===== config.mk =====
export PLATFORM = sky130hd
export DESIGN_NAME = regfile_sb
export DESIGN_NICKNAME = d
export VERILOG_FILES = /design/src/rtl/regfile_pkg.sv /design/src/rtl/regfile_scoreboard.sv /design/src/rtl/regfile_sb.sv
export SDC_FILE = /design/constraint.sdc
export NUM_CORES = 1
export LEC_CHECK = 0
export CORE_MARGIN = 4
export CORE_UTILIZATION = 53
export DETAILED_ROUTE_END_ITERATION = 8
export MAX_ROUTING_LAYER = met4
export PLACE_DENSITY_LB_ADDON = 0.1
export SYNTH_ARGS = -nofsm -noshare
export SYNTH_HDL_FRONTEND = slang
export SYNTH_SLANG_ARGS = --single-unit

===== constraint.sdc =====
create_clock -name clk -period 1.3 [get_ports clk]
set_input_delay 0.13 -clock clk [delete_from_list [all_inputs] [get_ports clk]]
set_output_delay 0.13 -clock clk [all_outputs]
set_load 0.02 [all_outputs]

===== src/rtl/regfile_pkg.sv =====
// Shared constants for the decode-stage register file and its scoreboard.
// Ports: none (package). Provides default widths and the register-count helper.
// Imported by regfile_scoreboard and regfile_sb.
package regfile_pkg;

  localparam int DEFAULT_DATA_W = 8;
  localparam int DEFAULT_ADDR_W = 2;

  // Every ADDR_W value names a register, so the file is always a full power of two.
  function automatic int num_regs(input int addr_w);
    return 1 << addr_w;
  endfunction

endpackage


===== src/rtl/regfile_scoreboard.sv =====
// Per-register pending scoreboard: tracks registers owned by an in-flight multi-cycle producer.
// Ports: clk/reset; rsv_en/rsv_addr reserve; reg_wr_en/wr_addr write-back clear;
//        rs1/rs2_addr lookups -> rs1/rs2_pend; rsv_err (registered pulse); busy_any (OR of pending).
module regfile_scoreboard
  import regfile_pkg::*;
#(
  parameter int ADDR_W   = DEFAULT_ADDR_W,
  parameter int ZERO_REG = 0
) (
  input  logic              clk,
  input  logic              reset,
  input  logic              rsv_en,
  input  logic [ADDR_W-1:0] rsv_addr,
  input  logic              reg_wr_en,
  input  logic [ADDR_W-1:0] wr_addr,
  input  logic [ADDR_W-1:0] rs1_addr,
  input  logic [ADDR_W-1:0] rs2_addr,
  output logic              rs1_pend,
  output logic              rs2_pend,
  output logic              rsv_err,
  output logic              busy_any
);

  localparam int NUM_REGS = num_regs(ADDR_W);

  logic [NUM_REGS-1:0] pending;
  logic [NUM_REGS-1:0] pending_nxt;
  logic                rsv_err_nxt;
  logic                rsv_is_zero;

  assign rsv_is_zero = (ZERO_REG != 0) && (rsv_addr == '0);

  // Reserve beats write-back: a new producer issuing in the same cycle owns the register.
  always_comb begin
    pending_nxt = pending;
    for (int i = 0; i < NUM_REGS; i++) begin
      if ((ZERO_REG != 0) && (i == 0)) begin
        pending_nxt[i] = 1'b0;
      end else if (rsv_en && (rsv_addr == ADDR_W'(i))) begin
        pending_nxt[i] = 1'b1;
      end else if (reg_wr_en && (wr_addr == ADDR_W'(i))) begin
        pending_nxt[i] = 1'b0;
      end
    end
  end

  // A reservation racing the clearing write-back is a clean hand-over, not an error.
  assign rsv_err_nxt = rsv_en && pending[rsv_addr] && !rsv_is_zero &&
                       !(reg_wr_en && (wr_addr == rsv_addr));

  always_ff @(posedge clk or posedge reset) begin
    if (reset) begin
      pending <= '0;
      rsv_err <= 1'b0;
    end else begin
      pending <= pending_nxt;
      rsv_err <= rsv_err_nxt;
    end
  end

  assign rs1_pend = pending[rs1_addr];
  assign rs2_pend = pending[rs2_addr];
  assign busy_any = |pending;

endmodule


===== src/rtl/regfile_sb.sv =====
// Decode-stage register file: 2 combinational read ports, 1 synchronous write port, pending scoreboard.
// Ports: clk/reset; rs1/rs2_addr -> rs1/rs2_data, rs1/rs2_busy; wr_addr/wr_data/reg_wr_en write;
//        rsv_en/rsv_addr reserve; rsv_err reservation-on-pending pulse; busy_any any register pending.
module regfile_sb
  import regfile_pkg::*;
#(
  parameter int DATA_W   = DEFAULT_DATA_W,
  parameter int ADDR_W   = DEFAULT_ADDR_W,
  parameter int ZERO_REG = 0,
  parameter int BYPASS   = 1
) (
  input  logic              clk,
  input  logic              reset,
  input  logic [ADDR_W-1:0] rs1_addr,
  input  logic [ADDR_W-1:0] rs2_addr,
  output logic [DATA_W-1:0] rs1_data,
  output logic [DATA_W-1:0] rs2_data,
  output logic              rs1_busy,
  output logic              rs2_busy,
  input  logic [ADDR_W-1:0] wr_addr,
  input  logic [DATA_W-1:0] wr_data,
  input  logic              reg_wr_en,
  input  logic              rsv_en,
  input  logic [ADDR_W-1:0] rsv_addr,
  output logic              rsv_err,
  output logic              busy_any
);

  localparam int NUM_REGS = num_regs(ADDR_W);

  logic [DATA_W-1:0] regs [NUM_REGS];
  logic              wr_ok;
  logic              rs1_pend;
  logic              rs2_pend;

  // Writes to the hardwired-zero register are dropped so storage never holds stale data there.
  assign wr_ok = reg_wr_en && !((ZERO_REG != 0) && (wr_addr == '0));

  always_ff @(posedge clk or posedge reset) begin
    if (reset) begin
      for (int i = 0; i < NUM_REGS; i++) begin
        regs[i] <= '0;
      end
    end else if (wr_ok) begin
      regs[wr_addr] <= wr_data;
    end
  end

  regfile_scoreboard #(
    .ADDR_W   (ADDR_W),
    .ZERO_REG (ZERO_REG)
  ) u_scoreboard (
    .clk       (clk),
    .reset     (reset),
    .rsv_en    (rsv_en),
    .rsv_addr  (rsv_addr),
    .reg_wr_en (reg_wr_en),
    .wr_addr   (wr_addr),
    .rs1_addr  (rs1_addr),
    .rs2_addr  (rs2_addr),
    .rs1_pend  (rs1_pend),
    .rs2_pend  (rs2_pend),
    .rsv_err   (rsv_err),
    .busy_any  (busy_any)
  );

  // Read priority: hardwired zero, then same-cycle forwarded write (which also satisfies
  // the pending dependency), then storage.
  always_comb begin
    rs1_data = regs[rs1_addr];
    rs1_busy = rs1_pend;
    if ((ZERO_REG != 0) && (rs1_addr == '0)) begin
      rs1_data = '0;
      rs1_busy = 1'b0;
    end else if ((BYPASS != 0) && reg_wr_en && (wr_addr == rs1_addr)) begin
      rs1_data = wr_data;
      rs1_busy = 1'b0;
    end
  end

  always_comb begin
    rs2_data = regs[rs2_addr];
    rs2_busy = rs2_pend;
    if ((ZERO_REG != 0) && (rs2_addr == '0)) begin
      rs2_data = '0;
      rs2_busy = 1'b0;
    end else if ((BYPASS != 0) && reg_wr_en && (wr_addr == rs2_addr)) begin
      rs2_data = wr_data;
      rs2_busy = 1'b0;
    end
  end

endmodule


## After elaboration in Yosys (flattened, before gate mapping)

Cells that the tools add are included.

| storage, ports and cells | value |
|---|---|
| memories kept | 0 |
| input bits | 20 |
| register bits | 37 |
| output and inout port bits | 20 |
| latch bits | 0 |
| memory bits (writable) | 0 |
| memory bits (read-only) | 0 |
| logic and storage cells | 77 |

| operators by class | value |
|---|---|
| add/sub/neg operators | 0 |
| bitwise logic cells | 3 |
| equal/unequal tests | 9 |
| $mul | 0 |
| mux-type cells | 27 |
| divide/modulo/power cells | 0 |
| magnitude comparators | 7 |
| shift-type cells | 0 |
| reductions and logical operators | 22 |

Operators with widths:

| kind | number |
|---|---|
| two-way mux 8 bit | 7 |
| binary-select mux 8 bit (select 2 bit) | 2 |
| bitwise mux 32 bit | 1 |
| demux 8 bit (select 2 bit) | 1 |
| logical AND 1 bit | 14 |
| two-way mux 1 bit | 13 |
| >= comparator 3 bit (second input constant) | 3 |
| less-than comparator 2 x 3 -> 1 bit (second input constant) | 3 |
| NOT 2 -> 3 bit | 3 |
| == test 2 bit (second input constant) | 4 |
| nonzero test 2 bit | 4 |
| binary-select mux 1 bit (select 2 bit) | 3 |
| == test 2 bit | 3 |
| == test 2 x 1 -> 1 bit (second input constant) | 2 |
| logical NOT 2 bit | 2 |
| OR reduction 4 bit | 1 |
| less-than comparator 3 x 1 -> 1 bit (second input constant) | 1 |
| logical NOT 1 bit | 1 |

## Longest topological paths before layout

| depth | value |
|---|---|
| word-level depth | 6 |
| depth in mapped cells | 4 |
| mapped depth without buffers | 3 |

## Cells and area by module

A second synthesis with hierarchy kept.

| second synthesis, totals | value |
|---|---|
| cell total of the unflattened synthesis | 146 |
| area, all modules | 2,292.2 um^2 |

Modules (own cells, without submodules):

| module | instances | area an instance (um^2) | cells each | seq. area each (um^2) |
|---|---|---|---|---|
| regfile_sb | 1 | 1,979.4 | 116 | 800.8 |
| regfile_scoreboard | 1 | 312.8 | 30 | 125.1 |

## Worst setup path before layout

No wires, ideal clock.

| timing | value |
|---|---|
| kind | register -> output |
| start point | register regs[2] in the netlist's numbering |
| end point | output port rs1_data[2] |
| slack | 0.042 ns |
| buffers on the path | 0 |
| cell stages (with the launch flop) | 3 |
| required time | 1.170 ns |
| arrival time | 1.128 ns |
| cells stage by stage | dfrtp_1 -> mux4_2 -> mux2_2 |

| between the ends | value |
|---|---|
| word-level cells in the longest chain between the ends | 4 |

Ends and longest elaborated chain:

| item | line | RTL |
|---|---|---|
| start, declared | regfile_sb.sv:31 | `logic [DATA_W-1:0] regs [NUM_REGS];` |
| start signal, assigned by index | regfile_sb.sv:45 | `regs[wr_addr] <= wr_data;` |
| binary-select mux 8 bit (select 2 bit) | regfile_sb.sv:70 | `rs1_data = regs[rs1_addr];` |
| two-way mux 8 bit (not written as such) (2 in series) | regfile_sb.sv:70 |  |
| two-way mux 8 bit | regfile_sb.sv:75 | `end else if ((BYPASS != 0) && reg_wr_en && (wr_addr == rs1_addr)) begin` |
| end, declared | regfile_sb.sv:16 | `output logic [DATA_W-1:0] rs1_data,` |

Every way passes these cells. The select of a mux whose other input is x is not followed.

## Worst setup path after layout

| timing | value |
|---|---|
| start point | register regs[6] in the netlist's numbering |
| end point | output port rs2_data[6] |

| between the ends | value |
|---|---|
| word-level cells in the longest chain between the ends | 4 |

Ends and longest elaborated chain:

| item | line | RTL |
|---|---|---|
| binary-select mux 8 bit (select 2 bit) | regfile_sb.sv:82 | `rs2_data = regs[rs2_addr];` |
| two-way mux 8 bit (not written as such) (2 in series) | regfile_sb.sv:82 |  |
| two-way mux 8 bit | regfile_sb.sv:87 | `end else if ((BYPASS != 0) && reg_wr_en && (wr_addr == rs2_addr)) begin` |
| end, declared | regfile_sb.sv:17 | `output logic [DATA_W-1:0] rs2_data,` |

Every way passes these cells. The select of a mux whose other input is x is not followed.

==> metrics.yaml <==
final_layout:
  ff_latch_area_um2: 926
  instances_no_fill: 271
  area_growth_pct: 48.0
  fin_util: 0.817
  fillers: 208
  layout_commonest_cell: "dfrtp_1"
  drive_above_1_share: 0.701
  nNetsFinal: 240
  layout_common_cells: "37 x dfrtp_1, 32 x mux2_2, 27 x buf_4, 25 x buf_6, 19 x mux4_2"
  num_antenna_cells: 0
  final_cell_area_mm2: 0.00331
  multiInputGateArea_mm2: 0.00132
min_path:
  worstHoldPathType: "input pin to asynchronous set/reset pin"
power:
  vdd_drop_max_uv: 914
  p_per_area_mw_per_mm2: 1260
  power_mw: 4.16
  p_leak_nw: 1.49
floorplanning:
  ioPinCount: 40
  die_height_um: 73.0
  initial_core_util: 0.552
  core_mm2: 0.00406
  row_count: 23
  die_w_um: 73.0
  die_area_mm2: 0.00533
detailed_routing:
  first_iter_violations: 146
  via_count: 1620
  postRouteAntennaNets: 0
  wire_per_inst_um: 21.6
  dr.pass1.iters: 4
  wirelength_mm: 5.86
  drc: 0
  viasPerCell: 5.98
synth:
  synth_edf_count: 0
  seq_area_frac_synth: 0.413
  synthesis.nets: 157
  synth.avg_cell_area_um2: 16.3
  synth_seq_cells: 37
  synth-main-ff-cell: "dfrtp_1"
  synth_area_mm2: 0.00224
  synth_warnings: 0
  ys_types: 23
  synth_async_sr_flop_share: 1.00
  postSynthCellCount: 137
global_routing:
  grt_overflow: 0
  grt_pass1_vias: 1799
  antenna_found_initial: 0
  track_usage: 0.248
  grt_max_degree: 38
  grt_pass1_wl_mm: 9.42
cts:
  clock-sinks: 37
  htree_levels: 2
  cts_tree: "built"
  cts_buffers: 5
  clkLatencyLatePin_ns: 0.28
  cts_root_buf: "clkbuf_8"
  clkTransAtPathRegs_ns: 0.07
  postCtsHoldBufs: 0
  cts.path.max_buffers: 2
timing:
  final_hold_viol_count: 0
  holdWs_ns: 0.196
  slew_violations: 0
  worst_pin_slew_ns: 0.304
  relSlewSlack: 0.797
  fin_ws_ns: -0.434
  skew_ns: 0.000430
  period_needed_ns: 1.73
  rsz0062_at_grt: "true"
  fin_crit_sh: 1.33
  max_freq_mhz: 577
  setup_viol: 20
placed_design:
  dp.cells: 250
  port_buffers: 39
  place_congestion: 0.797
  post_dp_cell_area_mm2: 0.00296
  dp_hpwl_mm: 3.82
setup_path:
  endpoint_kind: "output pin"
  cp_data_required_time_ns: 1.17
  worst_path_largest_cell_delay_ns: 0.49
  crit_path_cell_trace: "mux4_2 > mux2_4 > buf_6"
  r2r_slack_ns: -0.15
  path_class: "flip-flop to output pin"
  cpMaxStageDelayCell: "mux4_2"
  critPathMaxFanout: 3
  crit_path_start_kind: "flip-flop"
  worstPathArrival_ns: 1.60
outcome:
  violations: "negative setup slack"
  outcome: "finished with violations"
run:
  maxCapViolations: 0
-- where the power goes --
group | leakage [nW] | internal, mW | switching (mW) | total, mW
combinational | 1.00 | 1.09 | 0.645 | 1.74
sequential | 0.438 | 1.36 | 0.174 | 1.54
clock | 0.0542 | 0.479 | 0.408 | 0.887
-- final timing paths --
| kind | start | cells after the start | endpoint |
|---|---|---|---|
| max | regs[6]$_DFFE_PP0P_ | 3 | rs2_data[6] |
| min | reset | 3 | regs[5]$_DFFE_PP0P_ |
| max reg2reg | u_scoreboard.pending[3]$_DFFE_PP0P_ | 4 | u_scoreboard.rsv_err$_DFF_PP0_ |
| min reg2reg | regs[11]$_DFFE_PP0P_ | 1 | regs[11]$_DFFE_PP0P_ |
| max in group asynchronous | reset | 3 | regs[7]$_DFFE_PP0P_ |
| min in group clk | reg_wr_en | 4 | u_scoreboard.rsv_err$_DFF_PP0_ |
-- synthesized netlist by cell type (2+ instances only) --
library cell,instances,share of area
mux2_2,39,0.20
dfrtp_1,37,0.41
mux4_2,18,0.18
mux2_4,9,0.060
buf_6,4,0.020
xnor2_2,4,0.029
buf_4,3,0.010
inv_1,3,0.0050
a32o_1,2,0.0089
and2_1,2,0.0056
nand3_1,2,0.0045
nand3b_2,2,0.010
xnor2_1,2,0.0078
-- critical path, delay by kind of cell, from the launching register on --
family | cells | cell delay, ns
buffers and inverters | 1 | 0.13
multiplexers | 2 | 0.77
flip-flops | 1 | 0.41
-- routing by layer --
layer / GRT usage / share of wire / routed length, um
met1: 0.301 / 0.40 / 2320
met2: 0.415 / 0.53 / 3130
met3: 0.0372 / 0.043 / 255
met4: 0.0963 / 0.027 / 161
met5: - / 0 / 0
-- flip-flops by register name (all words and copies together) (netlist names) --
| name | count |
|---|---|
| regs | 32 |
| u_scoreboard.pending | 4 |
| u_scoreboard.rsv_err | 1 |
-- what timing repair did --
item                                   CTS  global route
setup endpoints to repair               53            28
resized for setup                      141            12
setup buffers                            7             3
cloned                                   3             0
endpoints found under the hold margin    0             0
pin swaps                                4             2
-- cell families (layout without fill, tap and decap cells) --
group                     Yosys count  after routing  share of synthesized area
AOI/OAI and AO/OA                   4              4                     0.0140
and+or+nand+nor                    13             14                     0.0514
xor gates and xnor gates            6              6                     0.0369
muxes                              67             67                      0.449
buffers and inverters              10             93                     0.0352
DFF                                37             37                      0.413
-- cell type report --
class,instances,area share
Multi-Input combinational cell,91,0.399
Sequential cell,37,0.279
Timing Repair Buffer,82,0.269
Clock buffer,7,0.0291
Tap cell,50,0.0189
Inverter,3,0.00340
Clock inverter,1,0.00151
-- stage by stage --
stage | setup WS, ns | TNS [ns]
floorplan | 0.0416 | 0
CTS | -0.427 | -7.19
global route | -0.459 | -8.08
global placement | -0.945 | -29.52
finish | -0.434 | -7.41
detailed placement | -0.957 | -30.91
Note: power is estimated with default switching activity, not from simulation.
